[src/rtl/pair_fifo_pkg.sv]
// Shared types and helpers for the byte-pair FIFO: word packing and the
// 9-bit pair sum presented alongside each stored word.
package pair_fifo_pkg;

  localparam int BYTE_W = 8;
  localparam int WORD_W = 16;
  localparam int SUM_W  = 9;

  typedef logic [WORD_W-1:0] pair_word_t;

  function automatic pair_word_t pack_pair(input logic [BYTE_W-1:0] a,
                                           input logic [BYTE_W-1:0] b);
    return {a, b};
  endfunction

  // Both bytes are widened first so the carry out of the add is kept.
  function automatic logic [SUM_W-1:0] pair_sum(input pair_word_t word);
    return {1'b0, word[WORD_W-1:BYTE_W]} + {1'b0, word[BYTE_W-1:0]};
  endfunction

endpackage

[src/rtl/pair_fifo_mem.sv]
// DEPTH x WORD_W register array: synchronous write port, combinational read port.
module pair_fifo_mem
  import pair_fifo_pkg::*;
#(
  parameter  int DEPTH = 4,
  localparam int AW    = $clog2(DEPTH)
) (
  input  logic            clk,
  input  logic            we,
  input  logic [AW-1:0]   waddr,
  input  pair_word_t      wdata,
  input  logic [AW-1:0]   raddr,
  output pair_word_t      rdata
);

  pair_word_t mem [DEPTH];

  // NOTE: storage is deliberately left out of reset; validity is tracked by
  // the pointers, and a reset on the array would only cost flops and routing.
  always_ff @(posedge clk) begin
    if (we) mem[waddr] <= wdata;
  end

  assign rdata = mem[raddr];

endmodule

[src/rtl/pair_word_fifo.sv]
// Byte-pair buffering stage: packs (a, b) into {a, b}, stores up to DEPTH
// words in order and tracks current and peak occupancy.
module pair_word_fifo
  import pair_fifo_pkg::*;
#(
  parameter  int DEPTH = 4,
  localparam int PTR_W = $clog2(DEPTH) + 1
) (
  input  logic               clk,
  input  logic               rst_n,
  input  logic               in_valid,
  input  logic [BYTE_W-1:0]  in_a,
  input  logic [BYTE_W-1:0]  in_b,
  output logic               in_ready,
  output logic               out_valid,
  input  logic               out_ready,
  output logic [WORD_W-1:0]  out_data,
  output logic [SUM_W-1:0]   out_sum,
  output logic [PTR_W-1:0]   level,
  output logic [PTR_W-1:0]   peak,
  input  logic               peak_clr
);

  if (DEPTH < 2 || (DEPTH & (DEPTH - 1)) != 0) begin : g_depth_check
    $error("pair_word_fifo: DEPTH must be a power of 2 and at least 2");
  end

  localparam logic [PTR_W-1:0] FULL_LEVEL = PTR_W'(DEPTH);

  logic [PTR_W-1:0] wr_ptr;
  logic [PTR_W-1:0] rd_ptr;
  logic [PTR_W-1:0] peak_q;
  logic [PTR_W-1:0] next_level;
  logic             push;
  logic             pop;
  pair_word_t       rd_word;

  // The extra wrap bit lets the plain difference distinguish full from empty.
  assign level     = wr_ptr - rd_ptr;
  assign in_ready  = (level != FULL_LEVEL);
  assign out_valid = (level != '0);
  assign push      = in_valid & in_ready;
  assign pop       = out_valid & out_ready;

  // NOTE: combinational blocks use blocking assignments and give every output
  // a default first, so no path leaves a value held (which would infer a latch).
  always_comb begin
    next_level = level;
    if (push && !pop)      next_level = level + 1'b1;
    else if (pop && !push) next_level = level - 1'b1;
  end

  // NOTE: state registers use non-blocking assignments so every flop samples
  // the pre-edge values regardless of statement order.
  always_ff @(posedge clk or negedge rst_n) begin
    if (!rst_n) begin
      wr_ptr <= '0;
      rd_ptr <= '0;
      peak_q <= '0;
    end else begin
      if (push) wr_ptr <= wr_ptr + 1'b1;
      if (pop)  rd_ptr <= rd_ptr + 1'b1;
      // A clear records the post-update level, so a clear during a push counts it.
      if (peak_clr)                 peak_q <= next_level;
      else if (next_level > peak_q) peak_q <= next_level;
    end
  end

  assign peak = peak_q;

  pair_fifo_mem #(.DEPTH(DEPTH)) u_mem (
    .clk   (clk),
    .we    (push),
    .waddr (wr_ptr[PTR_W-2:0]),
    .wdata (pack_pair(in_a, in_b)),
    .raddr (rd_ptr[PTR_W-2:0]),
    .rdata (rd_word)
  );

  assign out_data = rd_word;
  assign out_sum  = pair_sum(rd_word);

endmodule

[config.mk]
export PLATFORM = sky130hd
export DESIGN_NAME = pair_word_fifo
export DESIGN_NICKNAME = d
export VERILOG_FILES = /design/src/rtl/pair_fifo_pkg.sv /design/src/rtl/pair_fifo_mem.sv /design/src/rtl/pair_word_fifo.sv
export SDC_FILE = /design/constraint.sdc
export NUM_CORES = 1
export LEC_CHECK = 0
export BUFFER_PORTS_ARGS = -buffer_cell sky130_fd_sc_hd__buf_2
export CAP_MARGIN = 10
export CORE_ASPECT_RATIO = 0.5
export CORE_MARGIN = 4
export CORE_UTILIZATION = 55
export DETAILED_ROUTE_END_ITERATION = 10
export MAX_ROUTING_LAYER = met4
export PLACE_DENSITY = 0.79
export SLEW_MARGIN = 10
export SYNTH_ARGS = -nofsm -noshare
export SYNTH_HDL_FRONTEND = slang
export SYNTH_SLANG_ARGS = --single-unit
[constraint.sdc]
create_clock -name clk -period 7.15 [get_ports clk]
set_clock_uncertainty 0.15 [all_clocks]
set_input_delay 1.0725 -clock clk [delete_from_list [all_inputs] [get_ports clk]]
set_output_delay 1.0725 -clock clk [all_outputs]
set_load 0.01 [all_outputs]
## Yosys cells after proc, flatten, opt, wreduce, memory -nomap -nowiden

Memory sizes are Yosys's and may differ from the RTL's.
Cells that the tools add are included.

| cells by class | value |
|---|---|
| equality and inequality tests | 1 |
| multipliers | 0 |
| $lt $le $gt $ge | 1 |
| divide/modulo/power cells | 0 |
| bitwise operators | 2 |
| $add $sub $neg | 6 |
| reduce and logical (&&, ||, !) cells | 6 |
| multiplexer cells | 6 |
| shift-type cells | 0 |

Operator list:

| kind | number |
|---|---|
| $mux 3 | 4 |
| $add 3x1->3 const B | 3 |
| $add 8x8->9 | 1 |
| $gt 3x3->1 | 1 |
| $ne 3x3->1 const B | 1 |
| $reduce_bool 3->1 | 1 |
| $sub 3x1->3 const B | 1 |
| $sub 3x3->3 | 1 |
| $and 1x1->1 | 2 |
| $logic_and 1x1->1 | 2 |
| $logic_not 1->1 | 2 |
| $mux 1 | 2 |
| $reduce_bool 2->1 | 1 |

| word-level totals | value |
|---|---|
| input port bits | 21 |
| memory bits (writable) | 64 |
| word-level logic and storage cells | 26 |
| register bits | 9 |
| memories kept | 1 |
| latch bits | 0 |
| output and inout port bits | 33 |
| ROM bits | 0 |

Memory list:

| memory | words | bits a word | rd ports | clocked after Yosys merged registers in | write ports | line | text |
|---|---|---|---|---|---|---|---|
| u_mem.mem | 4 | 16 | 1 | 0 | 1 | pair_fifo_mem.sv:16 | `pair_word_t mem [DEPTH];` |

## Depth between registers and ports, before layout

| depth | value |
|---|---|
| depth in word-level cells | 10 |
| mapped depth | 18 |
| depth with buffers taken out | 17 |

## Hierarchy

A second synthesis with hierarchy kept.

| unflattened totals | value |
|---|---|
| cells, all modules | 196 |
| area, all modules | 3350.7 sq um |

Modules (own cells, without submodules):

| module | cells each | seq. area each (sq um) | times used | area an instance (sq um) |
|---|---|---|---|---|
| pair_fifo_mem | 88 | 1921.8 | 1 | 2377.3 |
| pair_word_fifo | 108 | 225.2 | 1 | 973.4 |

## Worst setup path after synthesis

OpenSTA, ideal clock, no wires.

| timing path | value |
|---|---|
| kind | register to register |
| start point | register rd_ptr[1] |
| end point | register peak_q[2], in the netlist peak[2] |
| data required time | 6.875 ns |
| path slack | 2.848 ns |
| path buffers | 3 |
| cell stages (with the launch flop) | 18 |
| data arrival time | 4.027 ns |
| period minus slack after synthesis | 4.302 ns |
| setup time | 0.125 ns |
| cells stage by stage | dfrtp_1 > clkbuf_1 > clkbuf_1 > inv_1 > fa_1 > inv_1 > ha_1 > ha_1 > and2b_2 > buf_6 > mux2i_1 > o21ai_0 > a21oi_1 > ha_1 > a31oi_1 > nor2_1 > a21oi_1 > mux2_2 |

| between the ends | value |
|---|---|
| cells in the longest elaborated chain, start to end | 9 |
| elaborated cells on any way between the ends | 17 |
| those cells by class | add/sub (3); order compare (1); eq/ne (1); mux (4); bitwise (2); reduce/logical (6) |

RTL lines:

| item | line | text |
|---|---|---|
| start, declared | pair_word_fifo.sv:31 | `logic [PTR_W-1:0] rd_ptr;` |
| start signal, assigned | pair_word_fifo.sv:62 | `if (pop) rd_ptr <= rd_ptr + 1'b1;` |
| $sub 3x3->3 * | pair_word_fifo.sv:39 | `assign level = wr_ptr - rd_ptr;` |
| via level[1] | pair_word_fifo.sv:19 | `output logic [PTR_W-1:0] level,` |
| $ne 3x3->1 | pair_word_fifo.sv:40 | `assign in_ready = (level != FULL_LEVEL);` |
| $and 1x1->1 | pair_word_fifo.sv:42 | `assign push = in_valid & in_ready;` |
| $logic_not 1->1 | pair_word_fifo.sv:50 | `else if (pop && !push) next_level = level - 1'b1;` |
| $logic_and 1x1->1 | pair_word_fifo.sv:50 |  |
| $mux 3 | pair_word_fifo.sv:50 |  |
| $mux 3 * | pair_word_fifo.sv:49 | `if (push && !pop) next_level = level + 1'b1;` |
| via next_level[2] | pair_word_fifo.sv:33 | `logic [PTR_W-1:0] next_level;` |
| $gt 3x3->1 or $mux 3 (tied branches) | pair_word_fifo.sv:65 | `else if (next_level > peak_q) peak_q <= next_level;` |
| $reduce_bool 2->1 (no line) or $mux 3 (tied branches) | -- |  |
| end signal, assigned | pair_word_fifo.sv:64 | `if (peak_clr) peak_q <= next_level;` |
| end signal, assigned | pair_word_fifo.sv:65 |  |
| end, declared | pair_word_fifo.sv:32 | `logic [PTR_W-1:0] peak_q;` |

The timed path passes the listed nets; every way through them passes the cells marked *. The select of a mux whose other input is x is not followed.
A chain may end at the register's enable or synchronous reset.

## Worst setup path after layout

| timing path | value |
|---|---|
| start point | register rd_ptr[1] |
| end point | output out_sum[6] |

| between the ends | value |
|---|---|
| cells in the longest elaborated chain, start to end | 2 |

RTL lines:

| item | line | text |
|---|---|---|
| $mem_v2 4x16 | -- |  |
| $add 8x8->9 | pair_fifo_pkg.sv:18 | `return {1'b0, word[WORD_W-1:BYTE_W]} + {1'b0, word[BYTE_W-1:0]};` |
| end, declared | pair_word_fifo.sv:18 | `output logic [SUM_W-1:0] out_sum,` |

Every way passes these cells.

==> out/results.tsv <==
stage	metric	value	unit
timing	finalSetupTns	0	ns
clock_tree	cts_resized	0	
floorplanning	dieArea	0.00747	mm^2
grt	first_global_vias	1908	
yosys	synth_edf_count	64	
route	dr.pass1.iters	4	
route	drtAntennaViolNets	0	
place	io_buffers	53	
yosys	synthDistinctLibCells	40	
timing	setup_viol	0	
worst_hold_path	min_path_type	flop to flop	
setup_path	startpoint_type	flop	
yosys	postSynthCellCount	198	
route	drc	0	
setup_path	max_stage_delay	0.86	ns
clock_tree	cts_root_buf	clkbuf_16	
grt	grt_pass1_wl	9.67	mm
place	gp_congestion	0.753	
grt	antenna_found_initial	0	
outcome	status	completed	
job	drv_cap	0	
setup_path	cp_slowest_cell	dfrtp_1	
timing	timing.final.max_slew_violations	0	
yosys	syn-num-nets	241	
grt	grt_max_degree	19	
route	drt_iter0_markers	62	
final_layout	final_area	0.00403	mm^2
clock_tree	post_cts_buffers	0	
setup_path	path_cells	mux4_2, ha_1, inv_1, fa_1, nor2b_1, o21ai_1, a21boi_0, o31ai_1, a21boi_1, buf_2	
yosys	ys.flop_type	edfxtp_1	
yosys	synth_area	0.00335	mm^2
timing	fmax	220	MHz
setup_path	path_max_fanout	18	
place	dp_hpwl	4.12	mm
yosys	synthArstFlopShare	0.123	
clock_tree	clk-insertion-delay-late	0.33	ns
clock_tree	clock-sinks	73	
timing	tightest_slew	0.894	ns
timing	rsz0062_at_grt	false	
final_layout	diodes	0	
grt	grt-ovfl-total	0	
route	vias_per_cell	5.53	
setup_path	required	5.93	ns
yosys	synth.avg_cell_area	16.9	um^2
floorplanning	ios	54	
floorplanning	initial_core_util	0.589	
route	wire_per_inst	17.8	um
floorplanning	fp-row-count	19	
timing	period_needed	4.55	ns
floorplanning	chipHeight	63.2	um
place	place_ws	2.63	ns
setup_path	end_kind	output pin	
timing	fin_ws	2.60	ns
timing	slew_headroom	0.404	
place	place_area	0.00368	mm^2
clock_tree	h-tree-depth	3	
final_layout	drive_gt1_frac	0.354	
setup_path	critPathArrivalTime	3.32	ns
timing	period_share	0.636	
clock_tree	clk_path_buf_depth	2	
floorplanning	die_w	118	um
yosys	ys_warn_count	0	
floorplanning	core	0.00568	mm^2
yosys	ys_ff_latch	73	
clock_tree	clkSlewWorstSetupHoldPaths	0.05	ns
clock_tree	cts_tree	done	
grt	grt_usage	0.180	
clock_tree	cts_buffers	9	
setup_path	critPathKind	flop to output pin	
clock_tree	cts_hold_buf	0	
final_layout	nets	301	
timing	hold_violations	0	
yosys	yosysSeqAreaShare	0.641	
route	wl	5.97	mm
final_layout	area_delta_synth_final	20.3	%
route	vias	1857	
synth_stat cells, types with 2 or more instances:
master / n / share of area
edfxtp_1: 64 / 0.57
ha_1: 20 / 0.075
inv_1: 18 / 0.020
mux4_2: 16 / 0.11
dfrtp_1: 9 / 0.067
nor2_1: 9 / 0.010
xnor2_1: 8 / 0.021
o21ai_0: 6 / 0.0090
a21oi_1: 5 / 0.0075
and3_1: 4 / 0.0075
nand2_1: 4 / 0.0045
buf_2: 2 / 0.0030
clkbuf_1: 2 / 0.0022
fa_1: 2 / 0.012
mux2_2: 2 / 0.0067
mux2i_1: 2 / 0.0060
xor2_1: 2 / 0.0052
state kept, by name, summed over array words and instances, names as in the netlist:
register	cells
u_mem.mem	64
peak	3
wr_ptr	3
rd_ptr	3
layout make-up:
class,instances,area (um^2)
Inverter,18,67.6
Sequential cell,73,2150
Multi-Input combinational cell,102,1100
Clock inverter,7,119
Timing Repair Buffer,54,273
Clock buffer,9,225
Fill cell,357,1660
Tap cell,73,91.3
worst max-delay path, delay by kind of cell (launching register included):
family | cells | cell delay (ns)
AOI/OAI and AO/OA | 4 | 0.83
adders and majority gates | 2 | 0.60
buffers and inverters | 2 | 0.20
DFF | 1 | 0.86
muxes | 1 | 0.37
and+or+nand+nor | 1 | 0.13
cells in the final DEF (no fill, tap or decap), drive strengths merged:
cell	instances
dfrtp	9
xnor2	8
inv	18
nand2	4
o22ai	1
mux2i	2
mux2	3
o21ai	8
clkinv	3
nor2b	1
clkinvlp	1
o21a	1
xor2	2
ha	20
a21boi	2
maj3	1
buf	54
mux4	16
fa	2
nor2	9
or2b	1
a211oi	1
nand3	1
bufinv	3
edfxtp	64
nor4	1
a21oi	5
nand2b	1
and2b	1
xor3	1
o31ai	1
a21o	1
a22oi	1
or3	1
and3	4
clkbuf	9
nor3	1
a31oi	1
kinds of logic (layout without fill, tap and decap cells):
| kind of cell | Yosys count | count (layout) | share of synthesized area |
|---|---|---|---|
| flops | 73 | 73 | 0.641 |
| simple gates | 25 | 25 | 0.0374 |
| fa+ha+maj | 23 | 23 | 0.0901 |
| buf+inv | 23 | 88 | 0.0288 |
| compound gates | 22 | 22 | 0.0437 |
| mux | 21 | 21 | 0.125 |
| xor+xnor | 11 | 11 | 0.0336 |
final timing paths:
kind,startpoint,end,slack [ns],cells after the start
worst max-delay path,rd_ptr[1],out_sum[6],2.60,10
worst min-delay path,rd_ptr[2],rd_ptr[2],0.33,1
worst max register to register,rd_ptr[1],peak[2],2.63,14
worst min register to register,rd_ptr[2],rd_ptr[2],0.33,1
max in group asynchronous,rst_n,rd_ptr[1],6.21,1
min in group asynchronous,rst_n,peak[2],0.45,1
per-stage QoR:
stage	cells	hold slack, ns	util
2_1_floorplan	198	0.305	-
3_3_place_gp	320	0.330	0.648
3_5_place_dp	320	0.328	0.648
4_1_cts	336	0.338	0.709
5_1_grt	336	0.341	0.709
6_report	336	0.333	0.709
layer usage:
metal	GRT usage	share of wire	vias to the layer above	routed length [um]
li1	-	-	873	-
met1	0.207	0.43	930	2580
met2	0.293	0.51	48	3030
met3	0.0742	0.052	6	310
met4	0.0526	0.0092	0	55
met5	-	0	-	0
Power is not shown: default switching activity piles up to over one toggle a cycle in this logic, so the estimate is an artifact.
